<file path="config.mk">
export PLATFORM = sky130hd
export DESIGN_NAME = uart_rx
export DESIGN_NICKNAME = d
export VERILOG_FILES = /design/src/rtl/uart_pkg.sv /design/src/rtl/uart_rx_sync.sv /design/src/rtl/uart_rx.sv
export SDC_FILE = /design/constraint.sdc
export NUM_CORES = 1
export LEC_CHECK = 0
export BUFFER_PORTS_ARGS = -buffer_cell sky130_fd_sc_hd__buf_2
export CAP_MARGIN = 10
export CORE_ASPECT_RATIO = 0.75
export CORE_UTILIZATION = 45
export DETAILED_ROUTE_END_ITERATION = 8
export PLACE_DENSITY = 0.75
export SETUP_SLACK_MARGIN = 0.05
export SLEW_MARGIN = 20
export SYNTH_ARGS = -nofsm -noshare
export SYNTH_HDL_FRONTEND = slang
export SYNTH_HIERARCHICAL = 1
export SYNTH_SLANG_ARGS = --single-unit
export TNS_END_PERCENT = 100
</file>
<file path="constraint.sdc">
create_clock -name clk -period 2.92 [get_ports clk]
set_input_delay 0.146 -clock clk [delete_from_list [all_inputs] [get_ports clk]]
set_output_delay 0.146 -clock clk [all_outputs]
set_load 0.005 [all_outputs]
</file>
<file path="src/rtl/uart_pkg.sv">
// Shared UART definitions: 8N1 framing constants and the state encoding
// used by both the transmitter and the receiver.
package uart_pkg;

    localparam logic [1:0] IDLE  = 2'b00;
    localparam logic [1:0] START = 2'b01;
    localparam logic [1:0] DATA  = 2'b11;
    localparam logic [1:0] STOP  = 2'b10;

    typedef enum logic [1:0] {
        StIdle  = IDLE,
        StStart = START,
        StData  = DATA,
        StStop  = STOP
    } uart_state_e;

    localparam int unsigned DATA_BITS  = 8;
    localparam logic        IDLE_LEVEL = 1'b1;

endpackage

</file>
<file path="src/rtl/uart_rx_sync.sv">
// Brings the asynchronous rx pin into the clk domain and flags its falling edges.
// Every flop resets to the idle line level so reset never produces a false edge.
module uart_rx_sync
    import uart_pkg::*;
#(
    parameter int unsigned SYNC_STAGES = 2
) (
    input  logic clk,
    input  logic reset,
    input  logic rx,
    output logic rx_s,
    output logic fall
);

    logic [SYNC_STAGES-1:0] sync_q, sync_d;
    logic                   rx_s_d_q, rx_s_d_d;

    always_comb begin
        sync_d   = {sync_q[SYNC_STAGES-2:0], rx};
        rx_s_d_d = sync_q[SYNC_STAGES-1];
    end

    always_ff @(posedge clk) begin
        if (reset) begin
            sync_q   <= {SYNC_STAGES{IDLE_LEVEL}};
            rx_s_d_q <= IDLE_LEVEL;
        end else begin
            sync_q   <= sync_d;
            rx_s_d_q <= rx_s_d_d;
        end
    end

    assign rx_s = sync_q[SYNC_STAGES-1];
    assign fall = rx_s_d_q & ~rx_s;

endmodule

</file>
<file path="src/rtl/uart_rx.sv">
// 8N1 UART receiver with runtime baud divisor, mid-bit sampling and a one-deep
// holding register with valid/read_ack handshake, framing-error and overrun flags.
module uart_rx
    import uart_pkg::*;
#(
    parameter int unsigned SYNC_STAGES = 2
) (
    input  logic        clk,
    input  logic        reset,
    input  logic        rx_en,
    input  logic        rx,
    input  logic [31:0] clk_count_bit,
    output logic [7:0]  data,
    output logic        valid,
    input  logic        read_ack,
    output logic        busy_flag,
    output logic        frame_err,
    output logic        overrun
);

    logic rx_s;
    logic fall;

    uart_rx_sync #(
        .SYNC_STAGES(SYNC_STAGES)
    ) u_sync (
        .clk  (clk),
        .reset(reset),
        .rx   (rx),
        .rx_s (rx_s),
        .fall (fall)
    );

    uart_state_e state_q, state_d;
    logic [31:0] clk_count_q, clk_count_d;
    logic [2:0]  bit_idx_q, bit_idx_d;
    logic [7:0]  shift_q, shift_d;
    logic [7:0]  data_q, data_d;
    logic        valid_q, valid_d;
    logic        frame_err_q, frame_err_d;
    logic        overrun_q, overrun_d;

    logic [31:0] half_last;
    logic [31:0] bit_last;
    logic        load;

    assign half_last = (clk_count_bit >> 1) - 32'd1;
    assign bit_last  = clk_count_bit - 32'd1;

    always_comb begin
        state_d     = state_q;
        clk_count_d = clk_count_q;
        bit_idx_d   = bit_idx_q;
        shift_d     = shift_q;
        data_d      = data_q;
        valid_d     = valid_q;
        frame_err_d = frame_err_q;
        overrun_d   = overrun_q;
        load        = 1'b0;

        case (state_q)
            StIdle: begin
                clk_count_d = 32'd0;
                bit_idx_d   = 3'd0;
                if (fall && rx_en) begin
                    state_d = StStart;
                end
            end
            StStart: begin
                if (clk_count_q == half_last) begin
                    clk_count_d = 32'd0;
                    // A high line at mid-start is a glitch, not a frame.
                    state_d     = rx_s ? StIdle : StData;
                end else begin
                    clk_count_d = clk_count_q + 32'd1;
                end
            end
            StData: begin
                if (clk_count_q == bit_last) begin
                    shift_d[bit_idx_q] = rx_s;
                    bit_idx_d          = bit_idx_q + 3'd1;
                    clk_count_d        = 32'd0;
                    if (bit_idx_q == 3'(DATA_BITS - 1)) begin
                        state_d = StStop;
                    end
                end else begin
                    clk_count_d = clk_count_q + 32'd1;
                end
            end
            StStop: begin
                if (clk_count_q == bit_last) begin
                    clk_count_d = 32'd0;
                    state_d     = StIdle;
                    if (rx_s == IDLE_LEVEL) begin
                        load = 1'b1;
                    end else begin
                        frame_err_d = 1'b1;
                    end
                end else begin
                    clk_count_d = clk_count_q + 32'd1;
                end
            end
            default: begin
                state_d = StIdle;
            end
        endcase

        if (read_ack && valid_q) begin
            valid_d   = 1'b0;
            overrun_d = 1'b0;
        end

        // A load in the same cycle as read_ack wins and is not an overrun.
        if (load) begin
            data_d      = shift_q;
            valid_d     = 1'b1;
            frame_err_d = 1'b0;
            if (valid_q && !read_ack) begin
                overrun_d = 1'b1;
            end
        end
    end

    always_ff @(posedge clk) begin
        if (reset) begin
            state_q     <= StIdle;
            clk_count_q <= 32'd0;
            bit_idx_q   <= 3'd0;
            shift_q     <= 8'd0;
            data_q      <= 8'd0;
            valid_q     <= 1'b0;
            frame_err_q <= 1'b0;
            overrun_q   <= 1'b0;
        end else begin
            state_q     <= state_d;
            clk_count_q <= clk_count_d;
            bit_idx_q   <= bit_idx_d;
            shift_q     <= shift_d;
            data_q      <= data_d;
            valid_q     <= valid_d;
            frame_err_q <= frame_err_d;
            overrun_q   <= overrun_d;
        end
    end

    assign data      = data_q;
    assign valid     = valid_q;
    assign frame_err = frame_err_q;
    assign overrun   = overrun_q;
    assign busy_flag = (state_q != StIdle);

endmodule

</file>
Yosys cells after proc, flatten, opt, wreduce, memory -nomap -nowiden. Cells that the tools add are included.

Register bits after elaboration: 59. Output and inout bits: 12.

Add/subtract/negate cells: 4. Magnitude comparators: 2. Equal/unequal tests: 11. Muxes and demuxes: 23. Bitwise logic cells: 2. Reductions and logical operators: 15.

Operator list (count): case mux 32 bit (3 select lines) (1); == test 32 bit (2); two-way mux 32 bit (2); adder 32 x 1 -> 32 bit, second input constant (1); subtractor 31 x 1 -> 32 bit, second input constant (1); subtractor 32 x 1 -> 32 bit, second input constant (1); two-way mux 2 bit (6); != test 2 bit, second input constant (5); two-way mux 1 bit (9); bitwise mux 8 bit (1); case mux 2 bit (4 select lines) (1); case mux 3 bit (2 select lines) (1); nonzero test 2 bit (3); AND reduction 5 bit (1); == test 2 bit, second input constant (2); logical AND 1 bit (4); less-than comparator 3 x 4 -> 1 bit, second input constant (1); AND reduction 2 bit (2); OR reduction 2 bit (2); adder 3 x 1 -> 3 bit, second input constant (1); demux 1 bit (select 3 bit) (1); == test 3 bit, second input constant (1); greater-or-equal comparator 3 x 1 -> 1 bit, second input constant (1); two-way mux 3 bit (1); other kinds (6) (6).

Longest topological paths before layout.
Word-level depth: 5. Depth in mapped cells: 13.

By module. The synthesis kept the hierarchy.

By module, submodules not included: uart_rx (times used 1, cells each 654, area each 5103.6 sq um); uart_rx_sync (times used 1, cells each 7, area each 85.1 sq um).

Least setup slack after synthesis. OpenSTA, ideal clock, no wires.

Path kind: input to register. Start point: input port clk_count_bit[0]. End point: register state_q[1]. Library setup time: 132 ps. Arrival: 2697 ps. Slack: 91 ps. Stages: 12. Cell sequence: clkbuf_1 -> inv_1 -> ha_1 -> nand2b_1 -> a311oi_1 -> o22ai_1 -> or4_1 -> a2111oi_4 -> nand2b_1 -> buf_2 -> buf_4 -> o211ai_1.

Cells in the longest elaborated chain, start to end: 4. Elaborated cells between the ends (all ways): 5. Those cells by class: 1 x add/sub; 3 x eq/ne; 1 x reduce/logical.

Ends and longest elaborated chain: start: declaration (RTL line uart_rx.sv:12) `input logic [31:0] clk_count_bit,`; subtractor 32 x 1 -> 32 bit * (RTL line uart_rx.sv:48) `assign bit_last = clk_count_bit - 32'd1;`; == test 32 bit * (RTL line uart_rx.sv:79, uart_rx.sv:91); != test 2 bit (no line); AND reduction 5 bit (no line) *; end signal: assignment (RTL line uart_rx.sv:126) `state_q <= StIdle;`; end signal: assignment (RTL line uart_rx.sv:135) `state_q <= state_d;`; end: declaration (RTL line uart_rx.sv:34) `uart_state_e state_q, state_d;`.

Mark *: on every way between the ends. The rest lies on a longest branch, timed or not. A chain may end at the register's enable or synchronous reset.

Worst setup path in the final report.
Start point: input port clk_count_bit[14]. End point: register bit_idx_q[1].

Cells in the longest elaborated chain, start to end: 4.

Ends and longest elaborated chain: subtractor 32 x 1 -> 32 bit (RTL line uart_rx.sv:48); == test 32 bit (RTL line uart_rx.sv:79) `if (clk_count_q == bit_last) begin`; != test 2 bit (no line); AND reduction 2 bit (no line); end signal: assignment (RTL line uart_rx.sv:137) `bit_idx_q <= bit_idx_d;`; end: declaration (RTL line uart_rx.sv:36) `logic [2:0] bit_idx_q, bit_idx_d;`.

No other way between the ends.

==> impl_summary.md <==
Route
Using the TritonRoute via totals, the vias-per-cell ratio works out to 5.983. The pre-antenna-repair detailed-routing pass consisted of 6 iterations. In this run the remaining antenna-violating nets after routing total 0. In the routed design, unresolved DRC markers number 0. The routed wire length per instance is around 18 um. The final route contains 5504 vias. The iteration-0 DRC count of the detailed router is 389. After detailed routing, the total wire length is 16610 um.

Hold path
The class of the tightest hold or removal check is in2reg.

Critical path
The worst path required time is 3110 ps. The largest incremental delay on the critical path is 540 ps. The type of the worst setup path is in2reg.

The type of destination of the critical path is a flip-flop. The signal arrival time at the worst endpoint is 2960 ps. Walking the worst path, the cells encountered are buf_2 > buf_4 > or4_1 > or3_1 > or3_1 > a21oi_1 > nand4_1 > a2111oi_4 > buf_6 > buf_2 > nand3b_1 > a31oi_1.

The slowest stage of the critical path is the sky130_fd_sc_hd__or4_1 cell. Of all nets on the critical path, the largest fanout is 8. The worst setup path is launched from an input pin. The cell family with the largest share of critical-path delay is simple AND/OR/NAND/NOR gates. The number of buffers and inverters on the critical path is 4.

Power
The clock power share is 46.8%. Registers are responsible for 37.4% of the overall power. The analysis attributes to cell leakage a power of 2.393 nW. VDD sags by at most a little under 0.3 mV. The fraction of power consumed by combinational cells is 15.8%. The power density over the cells is 328.3 mW/mm2. Summed over all nets, the switching power comes to about 540 uW. Internal power comes to between 1.5 and 2 mW. Net switching is between 20 and 30% of the power.

Clocking
The tree is rooted in a sky130_fd_sc_hd__clkbuf_16. In this run, CTS created clock tree buffers numbering 9. The level count of the clock H-tree is 3. The clock latency of the later-clocked register in the worst-skew pair is between 300 and 400 ps. In this run the deepest clock path goes through 2 buffers.

TritonCTS built the clock tree. After clock tree synthesis, the clock-pin slew on the worst setup and hold paths is 50 ps. Clock tree synthesis found a total of 59 sinks.

Global routing
Global routing used 28.40% of the available tracks. The wire length of the first global-routing pass is 26220 um. Entering global routing, the biggest net connects 62 pins. The initial antenna violation count is 0. The via count of the first global-routing pass is 5075. The total overflow left after global routing is 0.

Placement
The cell area reported after detailed placement is about 0.0062 mm2. The final RePlAce weighted congestion is 1.014. The number of port buffers is between 40 and 50. Detailed placement finished with a half-perimeter wire length of between 10000 and 15000 um. Before CTS, the worst setup slack after placement is -312.8 ps.

Floorplanning
The number of rows in the core area is 33. The core region is ~0.011 mm2. The initial standard-cell utilization of the core is 46.89%. The number of top-level design ports is 49. The die covers 0.01197 mm2. The overall die height is 95.00 um. The floorplan step set the die width to 126.0 um.

Logic synthesis
The async set or reset register ratio after synthesis is 0%. The area share of the largest cell type after synthesis is 22.76%. The number of flops mapped to enable cells by yosys is 0. In the post-synthesis netlist, the cell with the most instances is sky130_fd_sc_hd__xnor2_1. Sorting the synthesized cells by how often they occur yields sky130_fd_sc_hd__xnor2_1 (62), sky130_fd_sc_hd__dfxtp_1 (59), sky130_fd_sc_hd__xor2_1 (43). Yosys printed 6 warnings.

By area the synthesized netlist is led by sky130_fd_sc_hd__dfxtp_1 (23%), sky130_fd_sc_hd__xnor2_1 (10%), sky130_fd_sc_hd__xor2_1 (7.3%). Sequential elements use 22.76% of the synthesized area. The synthesized netlist cell count is 661.

Synthesis produced a netlist with a net count of 703. Averaged over all synthesized cells, the footprint is 7.850 um2. The post-synthesis sequential element count is just under 60.

The cell area that synthesis handed to floorplanning was 0.005189 mm2. The largest total area in the synthesized netlist belongs to sky130_fd_sc_hd__dfxtp_1. For this run, the leading register cell type out of synthesis is sky130_fd_sc_hd__dfxtp_1. The synthesized netlist contains 64 unique library cells.

Layout
Summing all non-filler instances in the final layout gives an area of around 0.0066 mm2. The synthesis-to-finish area growth is 27.35%. Of the cells placed in the final design, the portion with a size suffix greater than 1 is 29.10%.

The diode insertion count for antenna repair is 0. The final-layout fill cell count is slightly below 1000. The final layout net count is around 820.

Timing
At the pin with the least slew margin, the transition time is 595.4 ps. The timing-limited maximum frequency is 361.2 MHz. The number of max-slew violations in the final report is 0. The final setup skew is between 5 and 6 ps. The fraction of the cycle the final worst path needs is 94.82%. Setup repair after global routing left no endpoint under its margin. The setup slack of the critical path after layout is between 150 and 200 ps. The headroom to the max-slew limit is 60.30%. The sum of negative setup slack is 0 ps.

The number of hold violations in the final report is 0. The number of setup violations in the final report is 0. The smallest clock period supported by the final layout is computed as 2769 ps.

Run status
The run finished with clean final reports.

Run
Max-cap violations in this run came to 0.
placed cells by master, fill, tap and decap left out, types with 10 or more instances in the layout:
cell type                  netlist  final
sky130_fd_sc_hd__a211oi_1       34     34
sky130_fd_sc_hd__xnor2_1        62     61
sky130_fd_sc_hd__o21ai_0        11     11
sky130_fd_sc_hd__nand2b_1       14     14
sky130_fd_sc_hd__buf_2          17     49
sky130_fd_sc_hd__buf_4           4    108
sky130_fd_sc_hd__a21bo_2        10     10
sky130_fd_sc_hd__nand4_1        30     30
sky130_fd_sc_hd__and3_1         15     15
sky130_fd_sc_hd__inv_1          17     15
sky130_fd_sc_hd__nor4_1         14     14
sky130_fd_sc_hd__xor2_1         43     42
sky130_fd_sc_hd__a21oi_1        33     33
sky130_fd_sc_hd__nor3_1         18     18
sky130_fd_sc_hd__nor2_1         40     40
sky130_fd_sc_hd__nand2_1        31     30
sky130_fd_sc_hd__dfxtp_1        59     58
sky130_fd_sc_hd__or4_1          15     14
sky130_fd_sc_hd__nand3_1        29     29
worst paths after layout:
| path | from | end | slack (ps) | cells after the start |
|---|---|---|---|---|
| max | clk_count_bit[14] | bit_idx_q[1]$_SDFFE_PP0P_ | 150 | 12 |
| min | read_ack | flip-flop | 20 | 2 |
| max reg2reg | clk_count_q[5]$_SDFF_PP0_ | bit_idx_q[1]$_SDFFE_PP0P_ | 220 | 10 |
| min reg2reg | u_sync/sync_q[0]$_SDFF_PP1_ | u_sync/sync_q[1]$_SDFF_PP1_ | 410 | 1 |
layout make-up:
type	instances	area, um2	area share, %
timing repair buffer	165	1162	17.59
clock inverter	1	5.005	0.07574
inverter	17	63.81	0.9657
sequential	59	1182	17.89
tap	140	175.2	2.651
multi-input combinational	523	3731	56.47
clock buffer	15	287.8	4.355
state kept, by name, summed over array words and instances (netlist names), 2 cells and up, named ones only:
signal,flops
u_sync/sync_q,2
shift_q,8
data,8
state_q,2
bit_idx_q,3
clk_count_q,32
stage by stage:
step | hold slack [ps] | power, mW | utilization (%) | std cells
after global routing | 21.42 | 2.243 | 59.71 | 920
after CTS | 15.38 | 2.167 | 59.08 | 919
after detailed placement | 329.8 | 1.154 | 56.21 | 901
after global placement | 326.1 | 1.148 | 56.21 | 901
after floorplan | 243.1 | 1.006 | - | 661
final | 22.04 | 2.169 | 59.71 | 920
power groups by stage:
stage	registers, mW	clock network [mW]	logic, mW
final	0.811	1.02	0.342
after global routing	0.810	1.07	0.367
after CTS	0.811	1.03	0.331
after detailed placement	0.827	0	0.327
after global placement	0.827	0	0.322
after floorplan	0.827	0	0.180
per-layer routing:
layer  up-vias  track usage [%]  share of wire [%]
li1       2664                -                  -
met1      2602            37.78                 47
met2       218            44.48                 43
met3        20            8.782                8.5
met4         0            7.430                1.5
met5         -                0                  0
logic make-up after synthesis:
family          after synthesis  synth area share, %
fa+ha+maj                     5                1.206
mux                           2               0.3858
xor+xnor                    105                17.72
simple gates                270                31.81
compound gates              141                19.70
buf+inv                      79                6.414
flops                        59                22.76
what timing repair did:
| item | CTS | global route |
|---|---|---|
| endpoints found under the hold margin | 1 | 0 |
| gates resized for setup | 1 | 16 |
| pin swaps | 2 | 7 |
| gates cloned | 0 | 1 |
| buffers inserted | 1 | 0 |
| setup endpoints to repair | 9 | 53 |
| hold buffers | 1 | 0 |
No activity file was read; power rests on OpenSTA's default activity.
